**src/rtl/rx_decrypt_ctrl.sv**
```systemverilog
// rx_decrypt_ctrl: hunts for a plaintext sync byte on the serial line, then sequences
// the LFSR keystream and receive enable for a fixed number of frames, emitting each decrypted frame.
module rx_decrypt_ctrl #(
  parameter logic [7:0] SYNC           = 8'hA5,
  parameter logic [7:0] KEY_SEED       = 8'h5A,
  parameter int         PAYLOAD_FRAMES = 4,
  parameter int         HUNT_TIMEOUT   = 64
) (
  input  logic       clk,
  input  logic       rst_n,
  input  logic       start,
  input  logic       abort,
  input  logic       data_enc,
  output logic       ena,
  output logic       key,
  output logic       frame_valid,
  output logic [3:0] addr_out,
  output logic [3:0] data_out,
  output logic       busy,
  output logic       done,
  output logic       sync_err
);

  // An all-zero seed would lock the LFSR, so it is replaced by 1.
  localparam logic [7:0]  SEED_EFF   = (KEY_SEED == 8'h00) ? 8'h01 : KEY_SEED;
  localparam logic [3:0]  LAST_FRAME = 4'(PAYLOAD_FRAMES - 1);
  localparam logic [15:0] LAST_TCNT  = 16'(HUNT_TIMEOUT - 1);

  typedef enum logic [1:0] {
    ST_IDLE = 2'd0,
    ST_HUNT = 2'd1,
    ST_RECV = 2'd2,
    ST_DONE = 2'd3
  } state_t;

  function automatic logic [7:0] lfsr_step(input logic [7:0] v);
    return {v[6:0], v[7] ^ v[5] ^ v[4] ^ v[3]};
  endfunction

  state_t      state_r;
  state_t      state_next_s;
  logic [6:0]  win_r;
  logic [15:0] tcnt_r;
  logic [7:0]  lfsr_r;
  logic [7:0]  lfsr_next_s;
  logic [6:0]  sr_r;
  logic [2:0]  bitcnt_r;
  logic [3:0]  fcnt_r;

  logic [7:0]  win_shift_s;
  logic [7:0]  byte_s;
  logic        sync_hit_s;
  logic        tmo_s;
  logic        frame_end_s;
  logic        last_frame_s;
  logic        ena_s;
  logic        key_s;
  logic        busy_s;
  logic        done_s;
  logic        frame_valid_s;
  logic        sync_err_s;

  assign win_shift_s  = {win_r, data_enc};
  assign byte_s       = {sr_r, data_enc ^ lfsr_r[7]};
  assign sync_hit_s   = (win_shift_s == SYNC);
  assign tmo_s        = (tcnt_r == LAST_TCNT);
  assign frame_end_s  = (bitcnt_r == 3'd7);
  assign last_frame_s = (fcnt_r == LAST_FRAME);

  // State register.
  always_ff @(posedge clk) begin
    if (!rst_n) begin
      state_r <= ST_IDLE;
    end else begin
      state_r <= state_next_s;
    end
  end

  // Next-state logic; abort overrides every transition.
  always_comb begin
    state_next_s = state_r;
    if (abort) begin
      state_next_s = ST_IDLE;
    end else begin
      case (state_r)
        ST_IDLE: state_next_s = start ? ST_HUNT : ST_IDLE;
        ST_HUNT: state_next_s = sync_hit_s ? ST_RECV : (tmo_s ? ST_IDLE : ST_HUNT);
        ST_RECV: state_next_s = (frame_end_s && last_frame_s) ? ST_DONE : ST_RECV;
        ST_DONE: state_next_s = ST_IDLE;
        default: state_next_s = ST_IDLE;
      endcase
    end
  end

  // Keystream generator: reseeded on a sync match, free-running through RECV.
  always_comb begin
    lfsr_next_s = lfsr_r;
    if (state_r == ST_HUNT && sync_hit_s) begin
      lfsr_next_s = SEED_EFF;
    end else if (state_r == ST_RECV) begin
      lfsr_next_s = lfsr_step(lfsr_r);
    end else begin
      lfsr_next_s = lfsr_r;
    end
  end

  // Output decode, looking one cycle ahead so the outputs can be registered.
  always_comb begin
    ena_s         = (state_next_s == ST_RECV);
    key_s         = ena_s ? lfsr_next_s[7] : 1'b0;
    busy_s        = (state_next_s != ST_IDLE);
    done_s        = (state_next_s == ST_DONE);
    frame_valid_s = !abort && (state_r == ST_RECV) && frame_end_s;
    sync_err_s    = !abort && (state_r == ST_HUNT) && !sync_hit_s && tmo_s;
  end

  // Hunt window, counters, deserialiser and frame output holding registers.
  always_ff @(posedge clk) begin
    if (!rst_n) begin
      win_r    <= 7'd0;
      tcnt_r   <= 16'd0;
      lfsr_r   <= SEED_EFF;
      sr_r     <= 7'd0;
      bitcnt_r <= 3'd0;
      fcnt_r   <= 4'd0;
      addr_out <= 4'd0;
      data_out <= 4'd0;
    end else begin
      lfsr_r <= lfsr_next_s;
      case (state_r)
        ST_IDLE: begin
          if (start) begin
            win_r  <= 7'd0;
            tcnt_r <= 16'd0;
          end
        end
        ST_HUNT: begin
          win_r  <= win_shift_s[6:0];
          tcnt_r <= tcnt_r + 16'd1;
          if (sync_hit_s) begin
            bitcnt_r <= 3'd0;
            fcnt_r   <= 4'd0;
          end
        end
        ST_RECV: begin
          sr_r     <= byte_s[6:0];
          bitcnt_r <= bitcnt_r + 3'd1;
          // A frame completing on the abort cycle is dropped, keeping the previous one.
          if (frame_end_s && !abort) begin
            addr_out <= byte_s[7:4];
            data_out <= byte_s[3:0];
            fcnt_r   <= fcnt_r + 4'd1;
          end
        end
        default: begin
        end
      endcase
    end
  end

  // Registered control/status outputs.
  always_ff @(posedge clk) begin
    if (!rst_n) begin
      ena         <= 1'b0;
      key         <= 1'b0;
      busy        <= 1'b0;
      done        <= 1'b0;
      frame_valid <= 1'b0;
      sync_err    <= 1'b0;
    end else begin
      ena         <= ena_s;
      key         <= key_s;
      busy        <= busy_s;
      done        <= done_s;
      frame_valid <= frame_valid_s;
      sync_err    <= sync_err_s;
    end
  end

endmodule

```
**config.mk**
```make
export PLATFORM = sky130hd
export DESIGN_NAME = rx_decrypt_ctrl
export DESIGN_NICKNAME = d
export VERILOG_FILES = /design/src/rtl/rx_decrypt_ctrl.sv
export SDC_FILE = /design/constraint.sdc
export NUM_CORES = 1
export LEC_CHECK = 0
export CAP_MARGIN = 10
export CORE_MARGIN = 1
export CORE_UTILIZATION = 55
export DETAILED_ROUTE_END_ITERATION = 7
export PLACE_DENSITY = 0.75
export SETUP_SLACK_MARGIN = 0.2
export SYNTH_ARGS = -nofsm -noshare
export SYNTH_HDL_FRONTEND = slang
export SYNTH_SLANG_ARGS = --single-unit
```
**constraint.sdc**
```tcl
create_clock -name clk -period 1.8 [get_ports clk]
set_input_delay 0.18 -clock clk [delete_from_list [all_inputs] [get_ports clk]]
set_output_delay 0.18 -clock clk [all_outputs]
set_load 0.005 [all_outputs]
```
==> impl_metrics.sql <==
INSERT INTO impl_metrics (metric_group, metric, value, unit) VALUES
('detailed_routing', 'detail_route.first_pass.iterations', '4', ''),
('hold_path', 'worstHoldPathType', 'flip-flop to flip-flop', ''),
('floorplanning', 'core', '4500', 'um^2'),
('outcome', 'run_status', 'completed', ''),
('floorplanning', 'floorplan.initialDensity', '0.590', ''),
('detailed_routing', 'via_count_of_the_routed_design', '2174', ''),
('detailed_routing', 'm1WireLength', '2420', 'um'),
('sta', 'final_cycle_share', '0.878', ''),
('layout', 'fillers', '372', ''),
('place', 'postPlaceCellArea', '2910', 'um^2'),
('global_routing', 'wire_length_of_the_first_global_routing_pass', '9040', 'um'),
('layout', 'design_area', '3120', 'um^2'),
('cts', 'clk_pin_slew_worst_paths', '60', 'ps'),
('critical_path', 'worst_path_dominant_cell_family', 'simple AND/OR/NAND/NOR gates', ''),
('synth', 'mappedNetlistArea', '2660', 'um^2'),
('cts', 'tritoncts', 'done', ''),
('sta', 'worst_slew_margin_rel', '0.674', ''),
('sta', 'fin_setup_tns', '0', 'ps'),
('critical_path', 'cp_cell_sequence', 'and4_2 -> nand3_4 -> or4b_1 -> a21boi_1', ''),
('critical_path', 'critical_path_arrival', '1830', 'ps'),
('global_routing', 'grt_antenna_before_repair', '0', ''),
('floorplanning', 'floorplan.die_area', '5110', 'um^2'),
('synth', 'yosys_warnings', '0', ''),
('detailed_routing', 'routedWlPerCell', '13.7', 'um'),
('detailed_routing', 'via_per_inst', '5.69', ''),
('sta', 'max_clock_freq', '633', 'MHz'),
('detailed_routing', 'ant_nets', '0', ''),
('synth', 'ys.flop_type', 'dfxtp_1', ''),
('synth', 'synth_enable_flop_cells', '0', ''),
('job', 'cap_violations', '0', ''),
('synth', 'synth_async_sr_flop_share', '0', ''),
('detailed_routing', 'top_layer', 'met4', ''),
('synth', 'yosys.area.top_type', 'dfxtp_1', ''),
('pwr', 'worst_ir_drop_vdd', '0.752', 'mV'),
('critical_path', 'worstPathRequired', '2050', 'ps'),
('cts', 'clock_tree.root_cell', 'clkbuf_8', ''),
('floorplanning', 'dieWidth', '71.5', 'um'),
('synth', 'yosys-top-cells-count', 'dfxtp_1, nand2_1, a21boi_0', ''),
('synth', 'syn_nets', '310', ''),
('critical_path', 'critPathMaxStageDelay', '480', 'ps'),
('global_routing', 'grt_pass1_vias', '2001', ''),
('layout', 'drive_above_1_share', '0.148', ''),
('critical_path', 'timing_worst_setup_path_type', 'flip-flop to flip-flop', ''),
('detailed_routing', 'detailedRoute.firstIterationViolations', '104', ''),
('sta', 'fin_worst_skew', '4.21', 'ps'),
('detailed_routing', 'routed_wirelength', '5230', 'um'),
('detailed_routing', 'detailroute.wirelength.met2', '2470', 'um'),
('synth', 'synthDistinctLibCells', '50', ''),
('cts', 'clk_latency', '330', 'ps'),
('synth', 'yosys.area.top_type_share', '0.460', ''),
('place', 'portBuffers', '18', ''),
('layout', 'count_of_antenna_diodes_in_the_layout', '0', ''),
('floorplanning', 'die_height', '71.5', 'um'),
('sta', 'drv_slew', '0', ''),
('sta', 'grt_setup_unrepaired', 'yes', ''),
('global_routing', 'global_route.usage.total', '0.229', ''),
('cts', 'inserted_clock_buffers', '9', ''),
('cts', 'htree_levels', '3', ''),
('pwr', 'cellLeakagePower', '1.17', 'nW'),
('critical_path', 'timing.critical_path.from_type', 'flip-flop', ''),
('detailed_routing', 'count_of_unresolved_drc_violations_after_routing', '0', ''),
('layout', 'syn_to_final_growth', '17.5', '%'),
('synth', 'number_of_storage_elements_in_the_synthesis_netlist', '61', ''),
('floorplanning', 'design.portCount', '19', ''),
('synth', 'netlist_instances', '301', ''),
('critical_path', 'critPathMaxFanout', '7', ''),
('sta', 'hold_viol', '0', ''),
('synth', 'synth_sequential_area_ratio', '0.460', ''),
('pwr', 'report.power.total', '0.00248', 'W'),
('place', 'dpl.cell_count', '365', ''),
('critical_path', 'worst_path_bufs_invs', '0', '');
## through the flow
stage                util  setup slack [ps]  hold slack [ps]
finish              0.693               220              462
global route        0.693               171              489
CTS                 0.685               201              462
detailed placement  0.646              90.8              451
global placement    0.646               118              447
floorplan               -               211              364
## state kept, by name, indices dropped and copies added, names as in the netlist
name and count:
fcnt_r 4, sync_err 1, addr_out 4, state_r 2, done 1, busy 1, tcnt_r 16, ena 1
frame_valid 1, win_r 7, lfsr_r 8, bitcnt_r 3, data_out 4, key 1, sr_r 7
## power by group
group          total (W)  internal [W]  switching, W  leakage [nW]
sequential       0.00136       0.00135    0.00000527         0.494
clock            0.00101      0.000518      0.000497        0.0877
combinational   0.000102     0.0000444     0.0000572         0.592
## cell usage in the layout, fill, tap and decap left out, types with 2 or more instances in the layout
| cell | count |
|---|---|
| nand2_1 | 56 |
| dfxtp_1 | 56 |
| a21boi_0 | 19 |
| clkdlybuf4s50_1 | 18 |
| nor2_1 | 16 |
| buf_4 | 15 |
| nand3_1 | 14 |
| nor2b_1 | 11 |
| clkbuf_8 | 10 |
| a21oi_1 | 9 |
| a22oi_1 | 8 |
| nand4_1 | 6 |
| and2_1 | 5 |
| o21ai_0 | 5 |
| xnor2_1 | 4 |
| or3_1 | 4 |
| a21boi_1 | 4 |
| ha_1 | 4 |
| clkinv_2 | 4 |
| dfxtp_2 | 4 |
| nand2b_1 | 3 |
| o211a_1 | 3 |
| nand3b_1 | 3 |
| and3_1 | 3 |
| nor4_1 | 3 |
| o211ai_1 | 3 |
| xor2_1 | 2 |
| inv_1 | 2 |
| nor3_1 | 2 |
| mux2i_1 | 2 |
| a31oi_1 | 2 |
| a41oi_1 | 2 |
| o221a_2 | 2 |
| o21a_1 | 2 |
## final cells by class
cell class / instances / area (um^2) / area share
Multi-Input combinational cell: 219 / 1360 / 0.436
Sequential cell: 61 / 1230 / 0.394
Timing Repair Buffer: 33 / 293 / 0.0938
Clock buffer: 10 / 138 / 0.0441
Tap cell: 52 / 65.1 / 0.0208
Clock inverter: 5 / 27.5 / 0.00882
Inverter: 2 / 7.51 / 0.00240
## path summary, 6_finish.rpt
path	startpoint	endpoint	slack, ps	cells after the start
min reg2reg	lfsr_r[1]	lfsr_r[2]	460	2
max	tcnt_r[6]	tcnt_r[10]	220	4
min	lfsr_r[1]	lfsr_r[2]	460	2
max reg2reg	tcnt_r[6]	tcnt_r[10]	220	4
## kinds of logic (layout without fill, tap and decap cells)
family	after synthesis	count (layout)	synth area share
muxes	2	2	0.00754
xor gates and xnor gates	6	6	0.0198
DFF	61	61	0.460
adders and majority gates	4	4	0.0188
buffers and inverters	21	50	0.0363
and+or+nand+nor	144	144	0.287
AOI/OAI and AO/OA	63	63	0.171
## tightest hold or removal path, cell delays in order (launching register included)
cell,delay [ps]
dfxtp_1,310
nand2_1,50
a21oi_1,50
## repair_timing
item	CTS	global route
hold endpoints to repair	0	0
gates resized for setup	2	10
setup endpoints to repair	3	34
setup buffers	0	2
## per-layer routing
layer,global-route usage,up-vias
met5,0,-
li1,-,1107
met4,0.0915,0
met2,0.364,46
met3,0.0731,7
met1,0.290,1014
(Power assumes the default switching activity.)
